--- config.mk ---
export PLATFORM = sky130hd
export DESIGN_NAME = alu_seq_flat
export DESIGN_NICKNAME = d
export VERILOG_FILES = /design/src/rtl/alu_seq_if.sv /design/src/rtl/alu_seq.sv /design/src/flat_wrapper.sv
export SDC_FILE = /design/constraint.sdc
export NUM_CORES = 1
export LEC_CHECK = 0
export CAP_MARGIN = 20
export CORE_ASPECT_RATIO = 0.7
export CORE_MARGIN = 2
export CORE_UTILIZATION = 59
export DETAILED_ROUTE_END_ITERATION = 6
export GPL_ROUTABILITY_DRIVEN = 1
export PLACE_DENSITY = 0.91
export SYNTH_ARGS = -nofsm -noshare
export SYNTH_HDL_FRONTEND = slang
export SYNTH_SLANG_ARGS = --single-unit
--- constraint.sdc ---
create_clock -name clk -period 6.5 [get_ports clk]
set_input_delay 1.3 -clock clk [delete_from_list [all_inputs] [get_ports clk]]
set_output_delay 1.3 -clock clk [all_outputs]
set_load 0.01 [all_outputs]
--- src/rtl/alu_seq_if.sv ---
// rtl/alu_seq_if.sv - start/busy/done request and result bundle for alu_seq
interface alu_seq_if #(
    parameter int WIDTH = 32
);
    logic             start;
    logic [3:0]       ALUctl;
    logic [WIDTH-1:0] a;
    logic [WIDTH-1:0] b;
    logic [WIDTH-1:0] result;
    logic [WIDTH-1:0] result_hi;
    logic             c_out;
    logic             zero;
    logic             busy;
    logic             done;

    modport master (
        output start, ALUctl, a, b,
        input  result, result_hi, c_out, zero, busy, done
    );

    modport slave (
        input  start, ALUctl, a, b,
        output result, result_hi, c_out, zero, busy, done
    );
endinterface

--- src/rtl/alu_seq.sv ---
// rtl/alu_seq.sv - registered WIDTH-bit ALU, iterative MUL, optional iterative DIVU
// Divider datapath is compiled in only when ALU_DIV_EN is defined.
module alu_seq #(
    parameter int WIDTH = 32
) (
    input  logic     clk,
    input  logic     reset,
    alu_seq_if.slave bus
);
    localparam int CW = $clog2(WIDTH + 1);
    localparam logic [CW-1:0] CNT_INIT = CW'(WIDTH);
    localparam logic [CW-1:0] CNT_LAST = CW'(1);

    localparam logic [1:0] S_IDLE = 2'd0;
    localparam logic [1:0] S_RUN  = 2'd1;
    localparam logic [1:0] S_DONE = 2'd2;

    localparam logic [3:0] OP_AND = 4'b0000;
    localparam logic [3:0] OP_OR  = 4'b0001;
    localparam logic [3:0] OP_ADD = 4'b0010;
    localparam logic [3:0] OP_SUB = 4'b0110;
    localparam logic [3:0] OP_SLT = 4'b0111;
    localparam logic [3:0] OP_XOR = 4'b1100;
    localparam logic [3:0] OP_MUL = 4'b1000;
`ifdef ALU_DIV_EN
    localparam logic [3:0] OP_DIVU = 4'b1001;
`endif

    logic [1:0]       state;
    logic [CW-1:0]    cnt;
    logic [WIDTH-1:0] opb;
    logic [WIDTH-1:0] acc;
    logic [WIDTH-1:0] q;
    logic [WIDTH-1:0] result_r;
    logic [WIDTH-1:0] result_hi_r;
    logic             c_out_r;
    logic             zero_r;
`ifdef ALU_DIV_EN
    logic             is_div;
`endif

    logic [WIDTH:0]   add_w;
    logic [WIDTH:0]   sub_w;
    logic [WIDTH-1:0] sc_result;
    logic             sc_cout;
    logic             is_multi;

    always_comb begin
        add_w     = {1'b0, bus.a} + {1'b0, bus.b};
        sub_w     = {1'b0, bus.a} - {1'b0, bus.b};
        sc_result = '0;
        sc_cout   = 1'b0;
        is_multi  = (bus.ALUctl == OP_MUL);
`ifdef ALU_DIV_EN
        if (bus.ALUctl == OP_DIVU)
            is_multi = 1'b1;
`endif
        case (bus.ALUctl)
            OP_AND: sc_result = bus.a & bus.b;
            OP_OR:  sc_result = bus.a | bus.b;
            OP_XOR: sc_result = bus.a ^ bus.b;
            OP_ADD: begin
                sc_result = add_w[WIDTH-1:0];
                sc_cout   = add_w[WIDTH];
            end
            OP_SUB: begin
                sc_result = sub_w[WIDTH-1:0];
                sc_cout   = ~sub_w[WIDTH];
            end
            // Sign of the sign-extended (WIDTH+1)-bit difference: the operand
            // sign bits folded with the borrow out of the unsigned subtract.
            OP_SLT: sc_result = {{(WIDTH-1){1'b0}},
                                 bus.a[WIDTH-1] ^ bus.b[WIDTH-1] ^ sub_w[WIDTH]};
            default: ;
        endcase
    end

    logic [WIDTH:0]   mul_sum;
    logic [WIDTH-1:0] step_acc;
    logic [WIDTH-1:0] step_q;
`ifdef ALU_DIV_EN
    logic [WIDTH:0]   rem_sh;
    logic [WIDTH-1:0] div_diff;
    logic             div_ge;
`endif

    // {acc, q} is the double-width product / remainder:quotient register.
    always_comb begin
        mul_sum  = {1'b0, acc} + (q[0] ? {1'b0, opb} : {(WIDTH+1){1'b0}});
        step_acc = mul_sum[WIDTH:1];
        step_q   = {mul_sum[0], q[WIDTH-1:1]};
`ifdef ALU_DIV_EN
        rem_sh   = {acc, q[WIDTH-1]};
        div_ge   = (rem_sh >= {1'b0, opb});
        div_diff = rem_sh[WIDTH-1:0] - opb;
        if (is_div) begin
            step_acc = div_ge ? div_diff : rem_sh[WIDTH-1:0];
            step_q   = {q[WIDTH-2:0], div_ge};
        end
`endif
    end

    always_ff @(posedge clk or posedge reset) begin
        if (reset) begin
            state       <= S_IDLE;
            cnt         <= '0;
            opb         <= '0;
            acc         <= '0;
            q           <= '0;
            result_r    <= '0;
            result_hi_r <= '0;
            c_out_r     <= 1'b0;
            zero_r      <= 1'b1;
`ifdef ALU_DIV_EN
            is_div      <= 1'b0;
`endif
        end else begin
            case (state)
                S_IDLE: begin
                    if (bus.start) begin
                        if (is_multi) begin
                            opb   <= bus.b;
                            acc   <= '0;
                            q     <= bus.a;
                            cnt   <= CNT_INIT;
`ifdef ALU_DIV_EN
                            is_div <= (bus.ALUctl == OP_DIVU);
`endif
                            state <= S_RUN;
                        end else begin
                            result_r    <= sc_result;
                            result_hi_r <= '0;
                            c_out_r     <= sc_cout;
                            zero_r      <= (sc_result == '0);
                            state       <= S_DONE;
                        end
                    end
                end
                S_RUN: begin
                    acc <= step_acc;
                    q   <= step_q;
                    cnt <= cnt - CNT_LAST;
                    if (cnt == CNT_LAST) begin
                        result_r    <= step_q;
                        result_hi_r <= step_acc;
                        c_out_r     <= 1'b0;
                        zero_r      <= (step_q == '0);
                        state       <= S_DONE;
                    end
                end
                S_DONE:  state <= S_IDLE;
                default: state <= S_IDLE;
            endcase
        end
    end

    assign bus.result    = result_r;
    assign bus.result_hi = result_hi_r;
    assign bus.c_out     = c_out_r;
    assign bus.zero      = zero_r;
    assign bus.busy      = (state == S_RUN);
    assign bus.done      = (state == S_DONE);
endmodule

--- src/flat_wrapper.sv ---
// flat-port wrapper written by rule: the top's interface ports become plain ports
module alu_seq_flat 
#(
    parameter int WIDTH = 32
)
  (clk, reset, bus_start, bus_ALUctl, bus_a, bus_b, bus_result, bus_result_hi, bus_c_out, bus_zero, bus_busy, bus_done);
  alu_seq_if #(.WIDTH(WIDTH)) bus_i ();
  input  logic clk;
  input  logic reset;
  input wire logic [$bits(bus_i.start)-1:0] bus_start;
  input wire logic [$bits(bus_i.ALUctl)-1:0] bus_ALUctl;
  input wire logic [$bits(bus_i.a)-1:0] bus_a;
  input wire logic [$bits(bus_i.b)-1:0] bus_b;
  output wire logic [$bits(bus_i.result)-1:0] bus_result;
  output wire logic [$bits(bus_i.result_hi)-1:0] bus_result_hi;
  output wire logic [$bits(bus_i.c_out)-1:0] bus_c_out;
  output wire logic [$bits(bus_i.zero)-1:0] bus_zero;
  output wire logic [$bits(bus_i.busy)-1:0] bus_busy;
  output wire logic [$bits(bus_i.done)-1:0] bus_done;
  assign bus_i.start = bus_start;
  assign bus_i.ALUctl = bus_ALUctl;
  assign bus_i.a = bus_a;
  assign bus_i.b = bus_b;
  assign bus_result = bus_i.result;
  assign bus_result_hi = bus_i.result_hi;
  assign bus_c_out = bus_i.c_out;
  assign bus_zero = bus_i.zero;
  assign bus_busy = bus_i.busy;
  assign bus_done = bus_i.done;
  alu_seq #(.WIDTH(WIDTH)) u_core (.clk(clk), .reset(reset), .bus(bus_i));
endmodule
# Yosys cells after proc, flatten, opt, wreduce, memory -nomap -nowiden
# Index checks and enable logic that the tools add are counted.
word_totals:
  latchBits: 0
  mem_count: 0
  inputBits: 71
  rom_bits: 0
  ram_bits: 0
  output_inout_bits: 68
  regBits: 170
classes:
  bitwise: 6
  reduce_logical: 9
  muxes: 32
  multipliers: 0
  div: 0
  n_addsub: 4
  eq_ne: 13
  shift: 0
  magnitude_cmp: 0
op_table:
  columns: ["operator", "count"]
  rows:
  - ["32-bit two-way mux", 11]
  - ["32-bit one-hot mux with 2 select lines", 4]
  - ["32-bit one-hot mux with 6 select lines", 1]
  - ["32-bit zero test", 2]
  - ["32-bit by 32-bit adder with 33-bit output", 1]
  - ["32-bit by 33-bit adder with 33-bit output", 1]
  - ["32-bit by 32-bit subtractor with 33-bit output", 1]
  - ["32-bit AND", 1]
  - ["32-bit OR", 1]
  - ["32-bit XOR", 1]
  - ["6-bit two-way mux", 2]
  - ["6-bit one-hot mux with 2 select lines", 1]
  - ["4-bit by 3-bit == test with 1-bit output (second input constant)", 2]
  - ["4-bit == test (second input constant)", 2]
  - ["6-bit by 1-bit == test with 1-bit output (second input constant)", 1]
  - ["1-bit two-way mux", 6]
  - ["2-bit two-way mux", 3]
  - ["1-bit one-hot mux with 2 select lines", 3]
  - ["3-bit AND reduction", 2]
  - ["6-bit by 1-bit subtractor with 6-bit output (second input constant)", 1]
  - ["4-bit by 1-bit == test with 1-bit output (second input constant)", 1]
  - ["4-bit by 2-bit == test with 1-bit output (second input constant)", 1]
  - ["4-bit zero test", 1]
  - ["2-bit by 1-bit != test with 1-bit output (second input constant)", 2]
  - ["other kinds (10)", 12]

# Logic depth before layout (Yosys ltp)
# Gate-level depths: netlist of the first run.
depth:
  depth_word: 7
  ltp_mapped: 16
  ltp_nobuf: 16

# Worst setup path before layout of the first run
# No wires, ideal clock.
synth_timing:
  path_kind: "input to register"
  from: "input bus_b[1]"
  to: "register u_core.zero_r (netlist: u_core.bus.zero)"
  t_required_ns: 6.409
  slack_ns: 1.846
  n_path_buf: 0
  setup_time_ns: 0.091
  arrival_ns: 4.563
  path_stages: 14
  path_cell_list: "inv_1 -> ha_1 -> o21ba_2 -> or4_4 -> a311oi_4 -> o2111ai_2 -> a2111oi_4 -> o31a_1 -> o211a_1 -> o2111a_1 -> nand4_1 -> or3_1 -> or3_1 -> o31ai_1"
synth_between:
  elab_chain_cells: 7
  elab_cells_between_ends: 11
synth_rtl:
  columns: ["item", "line_no", "rtl"]
  rows:
  - ["start: declaration", "flat_wrapper.sv:13", "input wire logic [$bits(bus_i.b)-1:0] bus_b;"]
  - ["32-bit by 32-bit subtractor with 33-bit output", "alu_seq.sv:50", "sub_w = {1'b0, bus.a} - {1'b0, bus.b};"]
  - ["1-bit XOR", "alu_seq.sv:73", "bus.a[WIDTH-1] ^ bus.b[WIDTH-1] ^ sub_w[WIDTH]};"]
  - ["32-bit one-hot mux with 6 select lines (*)", "alu_seq.sv:58", "case (bus.ALUctl)"]
  - ["32-bit zero test (*)", "alu_seq.sv:134", "zero_r <= (sc_result == '0);"]
  - ["1-bit two-way mux (*)", "alu_seq.sv:121", "if (is_multi) begin"]
  - ["1-bit two-way mux (*)", "alu_seq.sv:120", "if (bus.start) begin"]
  - ["1-bit one-hot mux with 2 select lines (*)", "alu_seq.sv:118", "case (state)"]
  - ["end signal: assignment", "alu_seq.sv:134", null]
  - ["end signal: assignment", "alu_seq.sv:147", "zero_r <= (step_q == '0);"]
  - ["end: declaration", "alu_seq.sv:37", "logic zero_r;"]
# Every way passes the cells marked *; elsewhere a longest branch is shown, timed or not. The select of a mux whose other input is x is not followed.
# A chain may end at the register's enable or synchronous reset.

# Final worst setup path of the first run
layout_timing:
  from: "input bus_b[2]"
  to: "register u_core.zero_r (netlist: u_core.bus.zero)"
# Same word-level chain as after synthesis.

==> results_dict.tcl, run 1 <==
set metrics [dict create \
    max_stage_delay_ns 0.88 \
    path_buf_inv 3 \
    critPathArrivalTime_ns 6.34 \
    antenna_cells 0 \
    avgRoutedWirePerCell_um 24.6 \
    crit_path_start_kind "input port" \
    tightest_slew_ns 1.10 \
    grt_max_degree 86 \
    gr-usage-all-layers_pct 42.3 \
    die_w_um 190 \
    yosysWarnings 0 \
    final_antenna_net_count 0 \
    synth_compound_area_share_pct 26.3 \
    cts_inserted_buffers 17 \
    synth_seq_area_share_pct 29.9 \
    syn-cell-area_mm2 0.0142 \
    synth_area_leaders "dfrtp_1 30%, ha_1 12%, nand2_1 6.1%" \
    grt_overflow_total 0 \
    finalSetupViolCount 0 \
    std_cell_rows 47 \
    vdd_drop_max_mv 0.207 \
    worstSetupEndpointType "flip-flop" \
    reg2reg_depth 13 \
    synth_top_cell_area_share_pct 29.7 \
    final_common_cell "nand2_1" \
    fin_nets 2072 \
    clock_sinks 170 \
    yosys.cell_types.count 86 \
    io_pins 139 \
    clock_insertion_delay_worst_skew_ns 0.46 \
    root_buffer "clkbuf_16" \
    cts_buffer_depth 2 \
    post-dp-hpwl_um 40300 \
    muxShareOfSynthArea_pct 2.95 \
    synth_xor_area_share_pct 1.97 \
    max_freq_mhz 167 \
    antenna_found_initial 2 \
    ys_async_sr_fraction_pct 100 \
    cpMaxStageDelayCell "a2111oi_0" \
    start_util_pct 60.1 \
    power_density_mw_per_mm2 280 \
    final_cell_mix "233 x nand2_1, 169 x dfrtp_1, 150 x nor2_1" \
    gp_congestion 1.05 \
    cts_setup_buffers 0 \
    drtIter0Drc 2435 \
    min_path_cells 2 \
    worst-path-max-fanout 9 \
    synthCells 1778 \
    relSlewSlack_pct 26.5 \
    drc_errors 0 \
    dp.cells 2164 \
    synth_edf_count 0 \
    synthSimpleGateAreaFrac_pct 21.1 \
    post_cts_resized 0 \
    cts_hold_buf 0 \
    synth-seq-cells 170 \
    die_area_mm2 0.0254 \
    nFillCells 1836 \
    first_pass_iters 6 \
    htree_levels 4 \
    grt_pass1_vias 14100 \
    rrSetupSlack_ns 2.05 \
    reg2reg_from "u_core.q[0]$_DFFE_PP0P_" \
    clkTransAtPathRegs_ns 0.08 \
    worstHoldEndpoint "u_core.bus.result_hi[20]$_DFFE_PP0P_" \
    dieHeight_um 134 \
    worst-setup-path-type "input port to flip-flop" \
    syn_avg_cell_area_um2 8.01 \
    synth_top_family_by_area "compound AO/OA/AOI/OAI gates" \
    hold_start "u_core.bus.result_hi[20]$_DFFE_PP0P_" \
    finalCriticalPeriod_ns 5.98 \
    syn_nets 1985 \
    drv_cap 0 \
    vias 15100 \
    fin_worst_skew_ns 0.0114 \
    worstPathRequired_ns 6.86 \
    reg2reg_to "u_core.acc[22]$_DFFE_PP0P_" \
    cts_tree "built" \
    synth_flop_cell "dfrtp_1" \
    crit_chain "clkdlybuf4s50_1 > inv_1 > ha_1 > nand2b_1 > a221o_1 > o211a_1 > a211oi_2 > o211ai_1 > nand2_1 > a31oi_1 > a2111oi_0 > buf_4 > nor2_1 > a311oi_1 > o311ai_0 > o31ai_1" \
    syn_to_final_growth_pct 16.2 \
    finalCritPeriodShare_pct 92.0 \
    wl_um 54100 \
    hold_viol 0 \
    core_area_mm2 0.0237 \
    slew_violations 0 \
    finalSetupTns_ns 0 \
    grt_first_pass_wirelength_um 82300 \
    status "completed" \
    fin_cells 2196 \
    synth_top_area_cell "dfrtp_1" \
    synth_fa_ha_area_share_pct 12.1 \
    port_buffers 138 \
    min_path_type "flip-flop to flip-flop" \
    crit_family "compound AO/OA/AOI/OAI gates" \
    grt_setup_unrepaired "no" \
    p_leak_nw 7.62 \
    drive_gt1_share_pct 6.71 \
    power_mw 4.64 \
    vias_per_cell 6.90 \
]
-- stage by stage --
stage / util, % / setup WS, ns / area [µm²] / hold slack, ns
3_5_place_dp: 67.2 / 0.400 / 15900 / 0.466
5_1_grt: 69.9 / 0.474 / 16600 / 0.495
6_report: 69.9 / 0.520 / 16600 / 0.481
4_1_cts: 69.9 / 0.823 / 16600 / 0.483
2_1_floorplan: - / 0.598 / 14200 / 0.445
3_3_place_gp: 67.2 / 0.321 / 15900 / 0.458
-- cells by family after synthesis --
group | Yosys count
AOI/OAI and AO/OA | 556
xor gates and xnor gates | 32
adders and majority gates | 136
buffers and inverters | 212
DFF | 170
muxes | 38
and+or+nand+nor | 634
-- Yosys cell counts (5+ instances only) --
library cell	count
o22ai_1	6
a2bb2oi_1	7
ha_1	133
buf_2	7
a21oi_1	149
nor2b_1	16
nor2_1	151
dfrtp_1	169
buf_1	9
nor3_1	35
a21boi_0	6
mux2_2	32
nor4_1	23
clkbuf_1	82
a211oi_1	15
o31ai_1	21
and2_1	46
a2111oi_0	5
a221o_1	13
a221oi_1	5
a22o_1	9
mux2i_1	6
and3_1	13
nand3_1	33
a31oi_1	15
nand4_1	10
or3_1	11
nand2b_1	20
inv_1	112
o21bai_1	18
or2_2	8
o221ai_1	26
xnor2_1	23
o31a_1	7
o41ai_1	5
o211ai_1	16
o21a_1	13
a211o_1	11
a21o_1	31
nor3b_1	8
nand2_1	233
xor2_1	9
o21ai_0	130
-- worst max path at each step --
stage	from	to	slack, ns	cells past startpoint
3_3_place_gp	bus_b[2]	u_core.bus.zero$_DFFE_PP1P_	0.32	16
5_1_grt	bus_b[2]	u_core.bus.zero$_DFFE_PP1P_	0.47	16
4_1_cts	bus_b[2]	u_core.bus.zero$_DFFE_PP1P_	0.82	16
6_report	bus_b[2]	u_core.bus.zero$_DFFE_PP1P_	0.52	16
3_5_place_dp	bus_b[2]	u_core.bus.zero$_DFFE_PP1P_	0.40	16
2_1_floorplan	reset	u_core.acc[0]$_DFFE_PP0P_	0.60	1
-- routing by layer --
metal | share of wire, % | GRT usage, % | vias up
met2 | 40 | 59.6 | 1193
met4 | 4.2 | 15.2 | 4
met5 | 0.042 | 0 | -
met3 | 15 | 14.5 | 191
li1 | - | - | 6568
met1 | 41 | 60.0 | 7192
-- tightest hold or removal path, delay by kind of cell (launching register included) --
| kind | cells | cell delay, ns |
|---|---|---|
| flops | 1 | 0.35 |
| simple gates | 2 | 0.10 |
-- report_power, final --
group	leakage, nW	switching, mW	internal, mW
clock network	0.316	0.520	0.634
logic	5.08	1.04	0.749
registers	2.22	0.342	1.36
total	7.62	1.90	2.74
-- final cells by class --
cell class	count	area (µm²)	share of cell area [%]
Sequential cell	170	4260	25.7
Tap cell	318	398	2.40
Multi-Input combinational cell	1396	9220	55.7
Clock inverter	14	203	1.22
Timing Repair Buffer	167	1610	9.73
Clock buffer	18	439	2.65
Inverter	113	429	2.59
-- state kept, by name, indices dropped and copies added (netlist names) --
| signal | flops |
|---|---|
| u_core.q | 32 |
| u_core.acc | 32 |
| u_core.state | 2 |
| u_core.bus.c_out | 1 |
| u_core.bus.result_hi | 32 |
| u_core.bus.result | 32 |
| u_core.bus.zero | 1 |
| u_core.cnt | 6 |
| u_core.opb | 32 |
(Power assumes the default switching activity.)
==> inputs of run 2 (changes only) <==
--- a/config.mk
+++ b/config.mk
@@ -8,10 +8,10 @@
 export CAP_MARGIN = 20
 export CORE_ASPECT_RATIO = 0.7
 export CORE_MARGIN = 2
-export CORE_UTILIZATION = 59
+export CORE_UTILIZATION = 30
 export DETAILED_ROUTE_END_ITERATION = 6
 export GPL_ROUTABILITY_DRIVEN = 1
-export PLACE_DENSITY = 0.91
+export PLACE_DENSITY = 0.56
 export SYNTH_ARGS = -nofsm -noshare
 export SYNTH_HDL_FRONTEND = slang
 export SYNTH_SLANG_ARGS = --single-unit
==> results_dict.tcl, run 2 (synthesis gave the netlist of run 1 again) <==
set metrics [dict create \
    final_cell_mix "233 x nand2_1, 169 x dfrtp_1, 150 x nor2_1" \
    drc_errors 0 \
    wl_um 57200 \
    grt_setup_unrepaired "no" \
    gr-usage-all-layers_pct 22.9 \
    syn_to_final_growth_pct 19.0 \
    clock_sinks 170 \
    rrSetupSlack_ns 2.10 \
    first_pass_iters 5 \
    post-dp-hpwl_um 44400 \
    start_util_pct 30.5 \
    max_freq_mhz 173 \
    reg2reg_from "u_core.q[0]$_DFFE_PP0P_" \
    place_area_mm2 0.0164 \
    gp_congestion 0.956 \
    worstHoldEndpoint "u_core.bus.result_hi[9]$_DFFE_PP0P_" \
    worst-setup-path-type "input port to flip-flop" \
    cts_buffer_depth 2 \
    grt_pass1_vias 13400 \
    antenna_cells 0 \
    vias 14100 \
    power_density_mw_per_mm2 264 \
    root_buffer "clkbuf_16" \
    worstPathRequired_ns 6.87 \
    cts_tree "built" \
    antenna_found_initial 2 \
    reg2reg_to "u_core.bus.result_hi[29]$_DFFE_PP0P_" \
    final_antenna_net_count 0 \
    avgRoutedWirePerCell_um 22.9 \
    status "completed" \
    worstSetupEndpointType "flip-flop" \
    min_path_type "flip-flop to flip-flop" \
    dpl_worst_slack_ns 0.378 \
    drive_gt1_share_pct 7.20 \
    worst-path-max-fanout 12 \
    finalSetupTns_ns 0 \
    final_area_mm2 0.0170 \
    min_path_cells 2 \
    finalCriticalPeriod_ns 5.79 \
    reg2reg_depth 15 \
    p_leak_nw 7.63 \
    final_util_pct 36.3 \
    relSlewSlack_pct 25.7 \
    slew_violations 0 \
    finalSetupViolCount 0 \
    layout_setup_ws_ns 0.709 \
    vias_per_cell 5.65 \
    grt_first_pass_wirelength_um 86300 \
    hold_start "u_core.bus.result_hi[9]$_DFFE_PP0P_" \
    clock_insertion_delay_worst_skew_ns 0.46 \
    cts_inserted_buffers 17 \
    grt_overflow_total 0 \
    crit_path_start_kind "input port" \
    port_buffers 138 \
    cts_setup_buffers 0 \
    drtIter0Drc 1315 \
    power_mw 4.48 \
    post_cts_resized 0 \
    tightest_slew_ns 1.10 \
    nFillCells 4798 \
    hold_viol 0 \
    cts_hold_buf 0 \
    finalCritPeriodShare_pct 89.1 \
    io_pins 139 \
    htree_levels 4 \
    die_w_um 264 \
    vdd_drop_max_mv 0.189 \
    std_cell_rows 66 \
    drv_cap 0 \
    dieHeight_um 186 \
    fin_nets 2082 \
    grt_max_degree 89 \
    fin_worst_skew_ns 0.0134 \
    clkTransAtPathRegs_ns 0.08 \
    critPathArrivalTime_ns 6.16 \
    final_common_cell "nand2_1" \
    die_area_mm2 0.0493 \
    core_area_mm2 0.0467 \
]
## run 2: cell types whose count changed in the layout (fill, tap and decap cells not counted), sizes merged
| cell | previous run | this run |
|---|---|---|
| buf | 29 | 39 |
| bufinv | 3 | 1 |
| clkbuf | 18 | 19 |
| clkinvlp | 0 | 2 |
| inv | 120 | 119 |
## run 2: how the worst max path moves through the flow
| stage | cells after the start | startpoint | slack [ns] | to |
|---|---|---|---|---|
| 2_1_floorplan | 1 | reset | 0.60 | u_core.acc[0]$_DFFE_PP0P_ |
| 3_3_place_gp | 15 | bus_b[12] | 0.35 | u_core.bus.zero$_DFFE_PP1P_ |
| 3_5_place_dp | 15 | bus_b[12] | 0.38 | u_core.bus.zero$_DFFE_PP1P_ |
| 4_1_cts | 15 | bus_b[12] | 0.85 | u_core.bus.zero$_DFFE_PP1P_ |
| 5_1_grt | 15 | bus_b[12] | 0.60 | u_core.bus.zero$_DFFE_PP1P_ |
| 6_report | 15 | bus_b[12] | 0.71 | u_core.bus.zero$_DFFE_PP1P_ |
## run 2: layout make-up
class | count | area (µm²) | area share, %
Clock inverter | 13 | 134 | 0.790
Tap cell | 612 | 766 | 4.52
Timing Repair Buffer | 177 | 1690 | 9.99
Inverter | 113 | 429 | 2.53
Sequential cell | 170 | 4260 | 25.1
Clock buffer | 19 | 443 | 2.61
Multi-Input combinational cell | 1396 | 9230 | 54.4
## run 2: where the power goes
| part | internal [mW] | switching (mW) |
|---|---|---|
| sequential | 1.36 | 0.326 |
| combinational | 0.747 | 0.995 |
| clock | 0.549 | 0.498 |
## run 2: per-stage QoR
| stage | std cells | hold WS [ns] |
|---|---|---|
| floorplan | 1778 | 0.445 |
| global route | 2500 | 0.501 |
| detailed placement | 2468 | 0.467 |
| global placement | 2467 | 0.461 |
| finish | 2500 | 0.480 |
| CTS | 2500 | 0.486 |
## run 2: layer usage
| layer | wire length (µm) | track usage (%) | vias to the layer above |
|---|---|---|---|
| met5 | 0 | 0 | - |
| li1 | - | - | 6576 |
| met4 | 1060 | 5.22 | 0 |
| met3 | 5280 | 5.82 | 63 |
| met1 | 28100 | 34.9 | 6935 |
| met2 | 22800 | 31.8 | 548 |
## run 2: worst max-delay path, cell delays in order
cell and delay (ns):
clkdlybuf4s50_1 0.53, inv_1 0.08, ha_1 0.58, nor2b_1 0.24
nor2_1 0.31, o211ai_1 0.23, a21oi_1 0.53, a21boi_0 0.24
o221a_2 0.29, nor3_1 0.38, and4_1 0.32, nand4_1 0.09
or3_1 0.43, or3_1 0.33, o31ai_1 0.24
